`src/rtl/overlay_out_stream.sv`:
```
// Output stage of the overlay: buffers the backpressure-free sample stream in a FWFT FIFO
// and re-emits it as an AXI4-Stream master with tlast framing. Optional scaling: OVERLAY_OUT_SCALE_EN.
module overlay_out_stream #(
    parameter int DATA_W     = 16,
    parameter int FIFO_DEPTH = 16,
    parameter int FRAME_LEN  = 8,
    parameter int SHIFT      = 4
) (
    input  logic                          clk,
    input  logic                          rst,
    input  logic                          din_v,
    input  logic [2*DATA_W-1:0]           din,
    output logic [2*DATA_W-1:0]           m_tdata,
    output logic                          m_tvalid,
    input  logic                          m_tready,
    output logic                          m_tlast,
    output logic                          overflow,
    output logic [$clog2(FIFO_DEPTH):0]   fill_level
);

    localparam int AW    = $clog2(FIFO_DEPTH);
    localparam int PW    = AW + 1;
    localparam int CNT_W = (FRAME_LEN > 1) ? $clog2(FRAME_LEN) : 1;
    localparam logic [CNT_W-1:0] LAST_CNT = CNT_W'(FRAME_LEN - 1);

    if (SHIFT < 1 || SHIFT >= DATA_W) begin : g_bad_shift
        $error("overlay_out_stream: SHIFT must be in 1..DATA_W-1");
    end

    logic [2*DATA_W-1:0] mem [FIFO_DEPTH];
    logic [2*DATA_W-1:0] din_w;
    logic [2*DATA_W-1:0] head_nxt;
    logic [PW-1:0]       wr_ptr, rd_ptr, wr_ptr_nxt, rd_ptr_nxt;
    logic [CNT_W-1:0]    out_cnt;
    logic                full, push, pop;

`ifdef OVERLAY_OUT_SCALE_EN
    localparam logic [DATA_W:0] ROUND_ADD = (DATA_W+1)'(1) << (SHIFT - 1);

    // Round-half-up in DATA_W+1 bits; after the shift the result always fits DATA_W.
    function automatic logic [DATA_W-1:0] scale_half(input logic [DATA_W-1:0] x);
        logic signed [DATA_W:0] sum;
        sum = $signed({x[DATA_W-1], x} + ROUND_ADD);
        return DATA_W'(sum >>> SHIFT);
    endfunction

    assign din_w = {scale_half(din[2*DATA_W-1:DATA_W]), scale_half(din[DATA_W-1:0])};
`else
    assign din_w = din;
`endif

    assign fill_level = wr_ptr - rd_ptr;
    assign full       = (fill_level == PW'(FIFO_DEPTH));
    assign m_tvalid   = (wr_ptr != rd_ptr);
    assign m_tlast    = m_tvalid && (out_cnt == LAST_CNT);

    // Fullness is judged before any pop of the same cycle, so a pop never frees a slot early.
    assign push       = din_v && !full;
    assign pop        = m_tvalid && m_tready;
    assign wr_ptr_nxt = push ? wr_ptr + PW'(1) : wr_ptr;
    assign rd_ptr_nxt = pop  ? rd_ptr + PW'(1) : rd_ptr;

    // m_tdata is a register mirroring the next head, so it can reset to 0 and hold when empty.
    // The entry being written this cycle is not yet in mem, so it is forwarded from din_w.
    always_comb begin
        head_nxt = m_tdata;
        if (wr_ptr_nxt != rd_ptr_nxt) begin
            if (push && (rd_ptr_nxt == wr_ptr))
                head_nxt = din_w;
            else
                head_nxt = mem[rd_ptr_nxt[AW-1:0]];
        end
    end

    // NOTE: the storage array has no reset; pointers define validity, and leaving it
    // unreset lets it map onto RAM.
    always_ff @(posedge clk) begin
        if (!rst && push)
            mem[wr_ptr[AW-1:0]] <= din_w;
    end

    // NOTE: all state updates use non-blocking assignments so every register samples
    // pre-edge values regardless of statement order.
    always_ff @(posedge clk) begin
        if (rst) begin
            wr_ptr   <= '0;
            rd_ptr   <= '0;
            m_tdata  <= '0;
            out_cnt  <= '0;
            overflow <= 1'b0;
        end else begin
            wr_ptr  <= wr_ptr_nxt;
            rd_ptr  <= rd_ptr_nxt;
            m_tdata <= head_nxt;
            if (din_v && full)
                overflow <= 1'b1;
            if (pop)
                out_cnt <= (out_cnt == LAST_CNT) ? '0 : out_cnt + CNT_W'(1);
        end
    end

endmodule

```
`config.mk`:
```
export PLATFORM = sky130hd
export DESIGN_NAME = overlay_out_stream
export DESIGN_NICKNAME = d
export VERILOG_FILES = /design/src/rtl/overlay_out_stream.sv
export SDC_FILE = /design/constraint.sdc
export NUM_CORES = 1
export LEC_CHECK = 0
export ABC_AREA = 1
export BUFFER_PORTS_ARGS = -buffer_cell sky130_fd_sc_hd__buf_2
export CELL_PAD_IN_SITES_DETAIL_PLACEMENT = 1
export CELL_PAD_IN_SITES_GLOBAL_PLACEMENT = 1
export CORE_ASPECT_RATIO = 1.2
export CORE_MARGIN = 10
export CORE_UTILIZATION = 54
export CTS_CLUSTER_DIAMETER = 30
export DETAILED_ROUTE_END_ITERATION = 8
export PLACE_DENSITY = 0.9
export SLEW_MARGIN = 5
export SYNTH_ARGS = -nofsm -noshare
export SYNTH_HDL_FRONTEND = slang
export SYNTH_SLANG_ARGS = --single-unit
```
`constraint.sdc`:
```
create_clock -name clk -period 9.35 [get_ports clk]
set_input_delay 1.87 -clock clk [delete_from_list [all_inputs] [get_ports clk]]
set_output_delay 1.87 -clock clk [all_outputs]
set_load 0.02 [all_outputs]
```
After elaboration in Yosys (flattened, before gate mapping):

Memory sizes are Yosys's and may differ from the RTL's.
Cells that the tools add are included.

* memory bits (writable): 512
* bits in read-only memories: 0
* memories kept: 1
* word-level logic and storage cells: 29
* flip-flop bits (word level): 46
* bits in latches: 0

* equality and inequality tests: 5
* magnitude comparators: 0
* reduce and logical (&&, ||, !) cells: 8
* shifts and indexed selects: 0
* div/mod/pow operators: 0
* $mul: 0
* bitwise gates (word level): 0
* add/subtract/negate cells: 4
* mux-type cells: 6

Memories
* mem: words 16, width 32, rd ports 1, clocked after memory_dff 0, wr ports 1, RTL line 30 `logic [2*DATA_W-1:0] mem [FIFO_DEPTH];`

Operator list (number)
* two-way mux 32 bit: 1
* adder 5 x 1 -> 5 bit, second input constant: 2
* two-way mux 5 bit: 2
* inequality test 5 bit: 2
* logical AND 1 bit: 6
* == test 5 bit: 1
* == test 5 bit, second input constant: 1
* subtractor 5 bit: 1
* adder 3 x 1 -> 3 bit, second input constant: 1
* == test 3 bit, second input constant: 1
* two-way mux 3 bit: 1
* logical NOT 1 bit: 2
* two-way mux 1 bit: 2

Longest topological paths before layout:

* depth in word-level cells: 7
* gate-level depth with buffers: 21

Worst setup path after synthesis:

OpenSTA, ideal clock, no wires.

* path kind: input -> register
* start point: input port din_v
* end point: memory mem[3][0] (netlist bit), enable pin
* data required time: 8889 ps
* slack: 4351 ps
* path buffers: 1
* setup time: 461 ps
* arrival time: 4537 ps
* stages: 5
* path through: nand2_2 buf_6 nor2_1 inv_1 nor3_1

* longest elaborated chain between the ends: 4

Ends and longest elaborated chain
* from (decl): RTL line 11 `input logic din_v,`
* logical AND 1 bit: RTL line 58 `assign push = din_v && !full;`
* logical AND 1 bit: RTL line 78 `if (!rst && push)`
* two-way mux 1 bit: RTL line 78
* two-way mux 1 bit (not written as such): RTL line 79 `mem[wr_ptr[AW-1:0]] <= din_w;`
* to (decl): RTL line 30

No other way between the ends.

Worst setup path in the final report:

* start point: input port m_tready
* end point: register m_tdata[14]

* longest elaborated chain between the ends: 5
* elaborated cells between the ends (all ways): 7
* classes of those cells: eq/ne (2); mux (2); reduce/logical (2); memory (1)

Ends and longest elaborated chain
* from (decl): RTL line 15 `input logic m_tready,`
* logical AND 1 bit (*): RTL line 59 `assign pop = m_tvalid && m_tready;`
* two-way mux 5 bit (*): RTL line 61 `assign rd_ptr_nxt = pop ? rd_ptr + PW'(1) : rd_ptr;`
* branches (longest 3 deep; another with memory (16 x 32 bit))
* to (signal assigned): RTL line 94 `m_tdata <= head_nxt;`
* to (decl): RTL line 13 `output logic [2*DATA_W-1:0] m_tdata,`

Every way passes the cells marked *.
A chain may end at the register's enable or synchronous reset.

==> impl_metrics.ini <==
[finish]
drive_above_1_share = 0.125
final_common_cell = nand2_1
final_cell_mix = 649 x nand2_1, 512 x edfxtp_1, 393 x nand3_1, 238 x inv_1, 130 x nand3b_1
fin_cells = 3089
area_delta_synth_final_pct = 16.6
nNetsFinal = 2444
postLayoutCellArea_um2 = 28500

[sta]
whs_ns = 0.465
period_needed_ns = 5.45
fin_skew_ns = 0.0309
slew_viol_final = 0
fin_setup_tns_ns = 0
finalSetupViolCount = 0
rsz0062_at_grt = false
final_hold_viol_count = 0
fmaxAchievable_mhz = 184
max-slew-margin-rel = 0.111
worst_slew_pin_slew_ns = 1.33
finalCritPeriodShare = 0.583

[routing]
post_drt_wl_per_cell_um = 30.1
drc_errors = 0
vias = 19900
wl_mm = 92.9
drt_iter0_drc = 2955
ant_nets = 0
dr.pass1.iters = 6
via_per_inst = 6.45

[critical_path]
slowest_stage = buf_4
r2r-end = m_tdata[14]
cpMostUsedCell = nand2_1
critical_path_class = in -> reg
cp_max_fo = 134
crit_family = simple AND/OR/NAND/NOR gates
endpoint_kind = flip-flop
path_cells = buf_2 > nand2_4 > nand2_4 > nand2_8 > buf_4 > buf_4 > nand2_1 > o21ai_0 > nand2_1 > nand3_1 > nand3_1 > nand2_1 > nand2_1 > nand2_1 > nor2_1 > nor2_1
startpoint_type = primary input
required_ns = 9.92
ff2ff_setup_slack_ns = 3.98
cp.arrival_ns = 6.02
critPathBufInv = 3
r2r-start = wr_ptr[0]
slowest_delay_ns = 1.02
reg2reg_depth = 20

[floorplan]
die_h_um = 253
num_rows = 85
fp.dieW_um = 214
die_area_um2 = 54300
io_pins = 76
core_um2 = 44900
start_util = 0.546

[logic_synthesis]
syn_area_per_cell_um2 = 10.5
ys_warn_count = 0
synthCells = 2328
synth-seq-cells = 558
synth_enable_flop_cells = 512
synth_cell_type_count = 33
synth_ff_type = edfxtp_1
async_reset_ff_frac = 0
seq_area_frac_synth = 0.666
synth_nets = 2376
synth.cell_area_um2 = 24500

[power]
p_sw_frac = 0.421
power.leakage_nw = 11.5
peakVddDrop_mv = 0.311
seq_power_share = 0.282
combPwrFrac = 0.375
power.switching_mw = 4.35
p_per_area_nw_per_um2 = 362
clkPwrFrac = 0.343
intPower_mw = 5.99

[clocking]
cts_post_setup_buffers_inserted = 0
numCtsBuffers = 94
clock-sinks = 558
clk_path_buf_depth = 3
root_buffer = clkbuf_16
cts_hold_buf = 0
cts_resized = 0
insertion_delay_ns = 0.65
cts_tree = built
cts.htree.levels = 3
clk_pin_slew_worst_paths_ns = 0.05

[run]
drv_cap = 0

[worst_hold_path]
whs_path_depth = 2
hold_class = reg -> reg
hp-start = overflow
hold_end = overflow

[placement]
place.detailed.hpwl_mm = 41.6
gp_congestion = 0.794
numPortBuffers = 75
postPlaceCellArea_um2 = 25300
place_inst = 2909

[global_routing]
overflow = 0
grt_pass1_wl_mm = 137
antenna_found_initial = 3
grt_max_degree = 135
grt_pass1_vias = 21500
grtUsageTotal = 0.334

[outcome]
status = finished clean
## power by group through the flow
stage                     combinational (mW)  sequential [mW]  clock [mW]
after global placement                  3.20             2.95           0
after floorplan                         2.35             3.00           0
after global routing                    4.07             2.92        3.65
after CTS                               3.75             2.91        3.54
after detailed placement                3.45             2.96           0
final                                   3.87             2.92        3.54
## worst max path at each step
| stage | cells past startpoint | slack [ns] | end | startpoint |
|---|---|---|---|---|
| after floorplan | 5 | 4.35 | mem[3][0] | din_v |
| after global placement | 16 | 3.97 | m_tdata[24] | m_tready |
| after CTS | 16 | 4.12 | m_tdata[14] | m_tready |
| after global routing | 20 | 3.66 | m_tdata[14] | rd_ptr[2] |
| after detailed placement | 16 | 3.74 | m_tdata[6] | m_tready |
| final | 16 | 3.90 | m_tdata[14] | m_tready |
## layer usage
layer	GRT usage	wire (um)	vias up
met5	0	9	-
met4	0.213	6010	2
met3	0.0855	10600	505
met2	0.558	45100	1745
met1	0.379	31100	9671
li1	-	-	8011
## cell usage after synthesis (2+ instances only)
library cell	number	area, um2
o21ai_0	39	195
inv_2	4	15.0
o21ai_2	3	26.3
buf_1	10	37.5
clkbuf_1	37	139
nand3b_1	130	976
nand3_1	393	1970
nor3_1	4	20.0
edfxtp_1	512	15400
a21oi_1	9	45.0
buf_4	13	97.6
nand2_2	7	43.8
nor2_2	2	12.5
buf_6	8	90.1
dfxtp_1	46	921
nand2_4	3	33.8
xor2_1	5	43.8
nor2_1	91	342
buf_2	69	345
o21ai_1	20	100
nand3_2	2	20.0
inv_1	238	893
ha_1	11	138
nand2_1	651	2440
o211ai_1	12	90.1
xnor2_1	2	17.5
## area by class of cell
type                            instances  area [um2]
Inverter                              244         920
Fill cell                            4646       16300
Clock inverter                         67         693
Multi-Input combinational cell       1389        6720
Timing Repair Buffer                  109         631
Antenna cell                            2        5.00
Tap cell                              609         762
Sequential cell                       558       16300
Clock buffer                          111        2520
## per-stage QoR
stage          utilization  worst slack (ns)  total power [mW]
2_1_floorplan            -              4.35              5.35
5_1_grt              0.636              3.66              10.6
3_5_place_dp         0.564              3.74              6.41
3_3_place_gp         0.564              3.97              6.15
6_report             0.636              3.90              10.3
4_1_cts              0.636              4.12              10.2
## state kept, by name (all words and copies together) (netlist names)
signal	flops
mem	512
m_tdata	32
rd_ptr	5
wr_ptr	5
out_cnt	3
overflow	1
## cells by family (layout without fill, tap and decap cells)
kind of cell / count (synthesis) / after routing / synth area share
AOI/OAI and AO/OA: 84 / 84 / 0.0191
xor gates and xnor gates: 7 / 7 / 0.00250
adders and majority gates: 12 / 12 / 0.00644
buffers and inverters: 381 / 531 / 0.0665
DFF: 558 / 558 / 0.666
other: 0 / 2 / 0
and+or+nand+nor: 1286 / 1286 / 0.240
## tightest hold or removal path, stage by stage (launching register included)
cell and delay, ns:
dfxtp_1 0.30, inv_1 0.05, a21oi_1 0.06
(Power assumes the default switching activity.)
